--- config.mk ---
export PLATFORM = sky130hd
export DESIGN_NAME = letreiro_scroll_ctrl
export DESIGN_NICKNAME = d
export VERILOG_FILES = /design/src/rtl/letreiro_pkg.sv /design/src/rtl/letreiro_scan_timer.sv /design/src/rtl/letreiro_scroll_ctrl.sv
export SDC_FILE = /design/constraint.sdc
export NUM_CORES = 1
export LEC_CHECK = 0
export ABC_CLOCK_PERIOD_IN_PS = 10200
export CORE_ASPECT_RATIO = 1.4
export CORE_MARGIN = 2
export CORE_UTILIZATION = 25
export DETAILED_ROUTE_END_ITERATION = 8
export RECOVER_POWER = 100
export SYNTH_ARGS = -nofsm -noshare
export SYNTH_HDL_FRONTEND = slang
export SYNTH_SLANG_ARGS = --single-unit
--- constraint.sdc ---
create_clock -name CLK -period 10.2 [get_ports CLK]
set_clock_uncertainty 0.05 [all_clocks]
set_input_delay 2.04 -clock CLK [delete_from_list [all_inputs] [get_ports CLK]]
set_output_delay 2.04 -clock CLK [all_outputs]
set_load 0.03 [all_outputs]
--- src/rtl/letreiro_pkg.sv ---
// Shared types and helpers for the scrolling-marquee engine: mode encodings,
// controller states and the compare-subtract modulo adder.
package letreiro_pkg;

    typedef enum logic [1:0] {
        MODE_HOLD  = 2'b00,
        MODE_LEFT  = 2'b01,
        MODE_RIGHT = 2'b10,
        MODE_ALT   = 2'b11
    } mode_t;

    typedef logic [0:0] state_t;
    localparam logic [0:0] CLEAR = 1'b0;
    localparam logic [0:0] RUN   = 1'b1;

    // (a + b) mod n for a < n and b <= n; a single conditional subtract, no divider.
    function automatic int unsigned wrap_add(input int unsigned a, input int unsigned b,
                                             input int unsigned n);
        int unsigned s;
        s = a + b;
        if (s >= n) begin
            s = s - n;
        end
        return s;
    endfunction

endpackage

--- src/rtl/letreiro_scan_timer.sv ---
// Row-dwell prescaler, row counter and frame counter; produces the row index,
// the end-of-frame pulse and the scroll-step pulse. Held at zero while run is low.
module letreiro_scan_timer #(
    parameter int ROWS       = 5,
    parameter int SCAN_DIV   = 1000,
    parameter int SCROLL_DIV = 50,
    localparam int RW = (ROWS > 1) ? $clog2(ROWS) : 1
) (
    input  logic          CLK,
    input  logic          RST_N,
    input  logic          run,
    output logic [RW-1:0] row,
    output logic          dwell_start,
    output logic          frame_tick,
    output logic          scroll_step
);
    localparam int PW = $clog2(SCAN_DIV);
    localparam int FW = (SCROLL_DIV > 1) ? $clog2(SCROLL_DIV) : 1;

    logic [PW-1:0] presc_reg;
    logic [RW-1:0] row_reg;
    logic [FW-1:0] frame_reg;
    logic          presc_wrap;
    logic          row_wrap;

    assign presc_wrap  = (presc_reg == PW'(SCAN_DIV - 1));
    assign row_wrap    = (row_reg == RW'(ROWS - 1));
    assign frame_tick  = run && presc_wrap && row_wrap;
    assign scroll_step = frame_tick && (frame_reg == FW'(SCROLL_DIV - 1));
    assign dwell_start = run && (presc_reg == '0);
    assign row         = row_reg;

    always_ff @(posedge CLK or negedge RST_N) begin
        if (!RST_N) begin
            presc_reg <= '0;
            row_reg   <= '0;
            frame_reg <= '0;
        end else if (!run) begin
            presc_reg <= '0;
            row_reg   <= '0;
            frame_reg <= '0;
        end else begin
            if (presc_wrap) begin
                presc_reg <= '0;
                row_reg   <= row_wrap ? '0 : row_reg + RW'(1);
            end else begin
                presc_reg <= presc_reg + PW'(1);
            end
            if (scroll_step) begin
                frame_reg <= '0;
            end else if (frame_tick) begin
                frame_reg <= frame_reg + FW'(1);
            end
        end
    end

endmodule

--- src/rtl/letreiro_scroll_ctrl.sv ---
// Scrolling-marquee engine: column message buffer, clear/run controller and
// registered row/column drive. Define LETREIRO_BLINK_EN to make mode 11 blink.
module letreiro_scroll_ctrl
    import letreiro_pkg::*;
#(
    parameter int ROWS       = 5,
    parameter int COLS       = 7,
    parameter int MSG_COLS   = 32,
    parameter int SCAN_DIV   = 1000,
    parameter int SCROLL_DIV = 50,
    localparam int AW = (MSG_COLS > 1) ? $clog2(MSG_COLS) : 1,
    localparam int RW = (ROWS > 1) ? $clog2(ROWS) : 1
) (
    input  logic            CLK,
    input  logic            RST_N,
    input  logic [1:0]      mode,
    input  logic            clr,
    input  logic            wr_valid,
    output logic            wr_ready,
    input  logic [AW-1:0]   wr_addr,
    input  logic [ROWS-1:0] wr_data,
    output logic [ROWS-1:0] row_sel,
    output logic [COLS-1:0] col_out,
    output logic            frame_tick
);
    state_t          state_reg;
    logic [AW-1:0]   clr_ptr_reg;
    logic [AW-1:0]   offset_reg;
    logic [ROWS-1:0] mem [MSG_COLS];
    logic [ROWS-1:0] row_sel_reg;
    logic [COLS-1:0] col_reg;
    logic [COLS-1:0] col_next;
    logic [RW-1:0]   row;
    logic            run;
    logic            dwell_start;
    logic            scroll_step;

    assign run      = (state_reg == RUN) && !clr;
    assign wr_ready = run;
    assign row_sel  = row_sel_reg;

    letreiro_scan_timer #(
        .ROWS       (ROWS),
        .SCAN_DIV   (SCAN_DIV),
        .SCROLL_DIV (SCROLL_DIV)
    ) u_scan_timer (
        .CLK         (CLK),
        .RST_N       (RST_N),
        .run         (run),
        .row         (row),
        .dwell_start (dwell_start),
        .frame_tick  (frame_tick),
        .scroll_step (scroll_step)
    );

    always_ff @(posedge CLK or negedge RST_N) begin
        if (!RST_N) begin
            state_reg   <= CLEAR;
            clr_ptr_reg <= '0;
        end else if (clr) begin
            state_reg   <= CLEAR;
            clr_ptr_reg <= '0;
        end else if (state_reg == CLEAR) begin
            if (clr_ptr_reg == AW'(MSG_COLS - 1)) begin
                state_reg <= RUN;
            end else begin
                clr_ptr_reg <= clr_ptr_reg + AW'(1);
            end
        end
    end

    // Addresses past the buffer end are handshaken but discarded.
    always_ff @(posedge CLK) begin
        if (state_reg == CLEAR) begin
            mem[clr_ptr_reg] <= '0;
        end else if (wr_valid && wr_ready && ({1'b0, wr_addr} < (AW+1)'(MSG_COLS))) begin
            mem[wr_addr] <= wr_data;
        end
    end

    always_ff @(posedge CLK or negedge RST_N) begin
        if (!RST_N) begin
            offset_reg <= '0;
        end else if (!run) begin
            offset_reg <= '0;
        end else if (scroll_step) begin
            case (mode_t'(mode))
                MODE_LEFT:  offset_reg <= AW'(wrap_add(32'(offset_reg), 1, MSG_COLS));
                MODE_RIGHT: offset_reg <= (offset_reg == '0) ? AW'(MSG_COLS - 1)
                                                             : offset_reg - AW'(1);
                default:    offset_reg <= offset_reg;
            endcase
        end
    end

    for (genvar gi = 0; gi < COLS; gi++) begin : g_col
        logic [AW-1:0] col_idx;
        assign col_idx      = AW'(wrap_add(32'(offset_reg), 32'(gi), MSG_COLS));
        assign col_next[gi] = mem[col_idx][row];
    end

    // Latched once per row dwell so a mid-dwell write never tears the row.
    always_ff @(posedge CLK or negedge RST_N) begin
        if (!RST_N) begin
            row_sel_reg <= '0;
            col_reg     <= '0;
        end else if (!run) begin
            row_sel_reg <= '0;
            col_reg     <= '0;
        end else if (dwell_start) begin
            row_sel_reg <= ROWS'(1) << row;
            col_reg     <= col_next;
        end
    end

`ifdef LETREIRO_BLINK_EN
    logic blank_reg;

    always_ff @(posedge CLK or negedge RST_N) begin
        if (!RST_N) begin
            blank_reg <= 1'b0;
        end else if (!run || (mode != MODE_ALT)) begin
            blank_reg <= 1'b0;
        end else if (scroll_step) begin
            blank_reg <= ~blank_reg;
        end
    end

    assign col_out = (blank_reg && (mode == MODE_ALT)) ? '0 : col_reg;
`else
    assign col_out = col_reg;
`endif

endmodule

# Yosys cells after proc, flatten, opt, wreduce, memory -nomap -nowiden
# Memories as Yosys holds them, arrays and structs flattened.
# Cells that the tools add are included.
# op_classes
addsub	18
magnitude_cmp	8
n_eq_ne	13
n_shift	1
mux	50
n_reduce_logical	12
# ops
cell	count
5-bit 2-to-1 mux	17
5-bit by 1-bit subtractor with 5-bit output (second input constant)	8
6-bit greater-or-equal comparator (second input constant)	6
1-bit binary-select mux with 3-bit select	7
10-bit 2-to-1 mux	2
5-bit by 3-bit adder with 6-bit output (second input constant)	3
6-bit 2-to-1 mux	3
1-bit 2-to-1 mux	15
7-bit 2-to-1 mux	2
5-bit by 2-bit adder with 6-bit output (second input constant)	2
10-bit by 1-bit adder with 10-bit output (second input constant)	1
10-bit equality test (second input constant)	1
10-bit logical NOT	1
5-bit case mux with 2 select lines	1
3-bit 2-to-1 mux	3
5-bit by 1-bit adder with 6-bit output (second input constant)	1
6-bit by 1-bit adder with 6-bit output (second input constant)	1
6-bit equality test (second input constant)	1
5-bit by 6-bit greater-or-equal comparator with 1-bit output (second input constant)	1
1-bit logical AND	6
2-bit by 1-bit != test with 1-bit output (second input constant)	3
3-bit by 1-bit != test with 1-bit output (second input constant)	2
5-bit by 1-bit adder with 5-bit output (second input constant)	1
5-bit equality test (second input constant)	1
11 further kinds	13
# totals
regBits	42
ram_bits	160
in_bits	16
output_inout_bits	14
word_cells	111
mem_count	1
# memory_table
memory	depth	width	read_ports	rd_clocked_by_memory_dff	wr	line_no	source
mem	32	5	7	0	1	letreiro_scroll_ctrl.sv:29	logic [ROWS-1:0] mem [MSG_COLS];

# Longest topological paths before layout
# logic_depth
ltp_word	8
ltp_mapped	15
depth_no_buf	9

# By module
# A second synthesis with hierarchy kept.
# hier_totals
cells_unflattened	1004
area_unflattened_um2	14747.9
# by_module_without_submodules
mod	n_inst	cells_each	area_each_um2	seq_area_each_um2
letreiro_scroll_ctrl	1	892	13711.9	5380.2
letreiro_scan_timer	1	112	1036.0	475.5

# Least setup slack after synthesis
# Ideal clock, no wire load.
# synth_timing
path_type	input port to output port
from	in clr
to	out wr_ready
t_arrival_ps	2924
t_required_ps	8110
setup_slack_ps	5186
path_stages	4
n_path_buf	2
path_cell_list	nand2b_1 > clkbuf_1 > clkinv_1 > clkbuf_1
# synth_via
elab_chain_cells	2
# synth_lines
element	line_no	source
from (decl)	letreiro_scroll_ctrl.sv:17	input logic clr,
1-bit logical NOT	letreiro_scroll_ctrl.sv:38	assign run = (state_reg == RUN) && !clr;
1-bit logical AND	letreiro_scroll_ctrl.sv:38	
to (decl)	letreiro_scroll_ctrl.sv:19	output logic wr_ready,
# Every way passes these cells.

# Final worst setup path
# layout_timing
from	reg offset_reg[1]
to	reg col_reg[2] (netlist: col_out[2])
# layout_via
elab_chain_cells	8
word_cells_on_any_way	9
classes_between	2 x add/sub; 1 x order compare; 5 x mux; 1 x memory
# layout_lines
element	line_no	source
from (decl)	letreiro_scroll_ctrl.sv:28	logic [AW-1:0] offset_reg;
from (signal assigned)	letreiro_scroll_ctrl.sv:88	MODE_LEFT: offset_reg <= AW'(wrap_add(32'(offset_reg), 1, MSG_COLS));
from (signal assigned)	letreiro_scroll_ctrl.sv:89	MODE_RIGHT: offset_reg <= (offset_reg == '0) ? AW'(MSG_COLS - 1)
from (signal assigned)	letreiro_scroll_ctrl.sv:91	default: offset_reg <= offset_reg;
5-bit by 2-bit adder with 6-bit output *	letreiro_pkg.sv:20	s = a + b;
5-bit by 1-bit subtractor with 5-bit output or 6-bit greater-or-equal comparator (tied branches)	letreiro_pkg.sv:22, letreiro_pkg.sv:21	
5-bit 2-to-1 mux *	letreiro_pkg.sv:21	if (s >= n) begin
memory read 32 x 5 bit *	-	
1-bit binary-select mux with 3-bit select *	letreiro_scroll_ctrl.sv:99	assign col_next[gi] = mem[col_idx][row];
1-bit 2-to-1 mux (not written as such) *	letreiro_scroll_ctrl.sv:99	
7-bit 2-to-1 mux *	letreiro_scroll_ctrl.sv:110	end else if (dwell_start) begin
7-bit 2-to-1 mux *	letreiro_scroll_ctrl.sv:107	end else if (!run) begin
to (signal assigned)	letreiro_scroll_ctrl.sv:112	col_reg <= col_next;
to (decl)	letreiro_scroll_ctrl.sv:31	logic [COLS-1:0] col_reg;
# Every way passes the cells marked *; elsewhere a longest branch is shown, timed or not. The select of a mux whose other input is x is not followed.
# A chain may end at the register's enable or synchronous reset.

==> run metrics <==
status finished with violations; failing checks max-capacitance violations, max-slew violations; Tightest Hold Check Type flop to flop; total CTS buffers 22; worst slack at placement 3.97 ns; Die ar. 0.0572 mm^2; P_leak 4.49 nW; Post-synth EDFFs 160; Gate power share 3.4%; worst-case clock buffer depth 3; asr flop ratio synth 20.8%; final worst path period share 70.5%; Total GRT Usage 14.7%; Cell Int Power 0.00140 W; Worst Setup End Kind flop; vias per cell 5.53; Post-DRT Antenna Nets 0; Post-synth top cells mux4_2, edfxtp_1, nor2_1; clock power share 46.0%; HPWL Detailed 32,200 um; Final TNS setup 0 ns; post-synth top area share 34.8%; CP max FO 49; WS Path Type flop to flop; #FFs+latches synth 202; Initial Utilization 25.1%; number of global-route vias before repair 9,314; leading register cell type out of synthesis edfxtp_1; Root Driver clkbuf_16; Sequential Power Share 50.6%; Post-CTS Resized 0; max-slew violations 304; Die Ht 282 um; 1st-iter DRT viols 1,153; power per cell area 114 mW/mm^2; Synth warnings 0; Final min period 7.19 ns; global-route wire length before repair 62,200 um; Seq/Total Area, Yosys 42.4%; Critical-path top delay cell clkbuf_1; I/O Buffers 29; Final GP Congestion 1.03; total of max-cap violations 8; pin count of the biggest net entering global routing 57; Net Sw Power 0.000382 W; worst slew pin tran 3.19 ns; Highest Clock Rate 139 MHz; Fin. Hold Viols 0; Mapped Cells 917; Ports 30; Core ar. 0.0550 mm^2; Min Hold Slack 0.454 ns; Nets 967; Synth cell types 58; die width 203 um; Num Clock Sinks 202; Layout area overhead 12.8%; max reg flops 160; area leader, netlist edfxtp_1; switching part of the total 21.5%; hold buffer count at CTS 0; syn nets 954; total wire length 41,700 um; # Post-CTS Setup Buffers 0; Slew HR -113%; unrepaired setup endpoints after global routing false; max incr delay on CP 2.35 ns; FP Rows 102; Setup crit start kind flop; synthesized area per cell 15.1 um^2; post-synthesis cell area 0.0138 mm^2; GRT overflow 0; DRC violations left 0; cells taking the most area after synthesis edfxtp_1, mux4_2, dfrtp_1, mux2i_1, nor2_1; later-pin clock latency in the skew report 0.53 ns; Pre-antenna DRT Iters 7; layout cell share with drive strength beyond 1 29.8%; Setup Viol. Count Final 0; Worst EP arrival 7.52 ns; wire length per cell 24.9 um; H-tree depth 1; crit-path cells clkbuf_1 > ha_1 > xor2_1 > buf_4 > mux4_2 > nor3b_1 > a31oi_1 > o221ai_1 > nor4b_1 > nor2_1; Final Worst Setup Slack 3.01 ns; Worst EP required 10.53 ns; vias 9,246; Peak supply drop 0.0901 mV; n_diodes 0; clock slew at reported path FFs 0.07 ns; initial antenna violation count 0; CTS tree done; most numerous cell in the Yosys netlist mux4_2
area by class of cell:
| cell class | instances | area, um^2 |
|---|---|---|
| multi-input cells | 636 | 7580 |
| fillers | 5422 | 39400 |
| clock inverters | 15 | 191 |
| inverters | 13 | 48.8 |
| repair buffers | 55 | 447 |
| flip-flops and latches | 202 | 5860 |
| clock buffers | 24 | 558 |
| well taps | 728 | 911 |
through the flow:
| step | power, W | utilization, % | instances | area [um^2] |
|---|---|---|---|---|
| global placement | 0.000975 | 27.1 | 1634 | 14900 |
| finish | 0.00178 | 28.4 | 1673 | 15600 |
| floorplan | 0.000944 | - | 917 | 13800 |
| global route | 0.00183 | 28.4 | 1673 | 15600 |
| detailed placement | 0.000976 | 27.1 | 1634 | 14900 |
| CTS | 0.00179 | 28.4 | 1673 | 15600 |
worst paths after layout:
check	start	end	slack, ns	depth (start not counted)
worst min-delay path	col_out[5]	col_out[5]	0.45	2
worst min register to register	col_out[5]	col_out[5]	0.45	2
min in group asynchronous	RST_N	u_scan_timer.frame_reg[3]	2.33	2
worst max-delay path	offset_reg[1]	col_out[2]	3.01	10
max in group asynchronous	RST_N	offset_reg[0]	5.99	2
worst max register to register	offset_reg[1]	col_out[2]	3.01	10
cells in the final DEF (no fill, tap or decap), types with 13 or more instances in the layout:
cell type	instances
edfxtp_1	160
nand3_1	26
o21ai_0	22
nor2_1	87
xnor2_1	15
dfrtp_1	41
clkbuf_16	22
a21oi_1	29
buf_4	17
mux4_2	203
clkdlybuf4s50_1	13
and3_1	17
dlygate4sd3_1	15
mux2_2	17
mux2i_1	43
ha_1	20
nand2_1	49
power by group through the flow:
stage | Clock [W] | Combinational, W | Sequential, W
floorplan | 0 | 0.0000335 | 0.000911
global placement | 0 | 0.0000603 | 0.000915
detailed placement | 0 | 0.0000610 | 0.000915
CTS | 0.000832 | 0.0000612 | 0.000898
global route | 0.000868 | 0.0000644 | 0.000899
finish | 0.000817 | 0.0000607 | 0.000899
cell families (layout without fill, tap and decap cells):
family | count (synthesis) | in the layout | share of synthesized area [%]
AO/OA/AOI/OAI | 90 | 90 | 4.16
adder cells (fa/ha/maj) | 21 | 21 | 1.90
AND/OR/NAND/NOR | 224 | 224 | 7.61
XOR/XNOR | 30 | 30 | 1.96
flip-flops | 202 | 202 | 42.4
multiplexers | 271 | 271 | 39.1
buffers and inverters | 79 | 107 | 2.91
per-layer routing:
| metal | track usage [%] | up-vias | routed length [um] | part of all wire (%) |
|---|---|---|---|---|
| li1 | - | 3857 | - | - |
| met1 | 17.6 | 4735 | 15300 | 37 |
| met2 | 23.7 | 501 | 19700 | 47 |
| met3 | 1.82 | 153 | 2700 | 6.5 |
| met4 | 12.0 | 0 | 3980 | 9.5 |
| met5 | 0 | - | 0 | 0 |
worst max-delay path, delay by kind of cell, from the launching register on:
| family | cells | cell delay, ns |
|---|---|---|
| buf+inv | 2 | 2.62 |
| mux | 1 | 0.61 |
| flops | 1 | 1.84 |
| simple gates | 3 | 0.72 |
| xor+xnor | 1 | 0.18 |
| compound gates | 2 | 0.30 |
| fa+ha+maj | 1 | 0.68 |
Power figures use the tool's default switching activity.
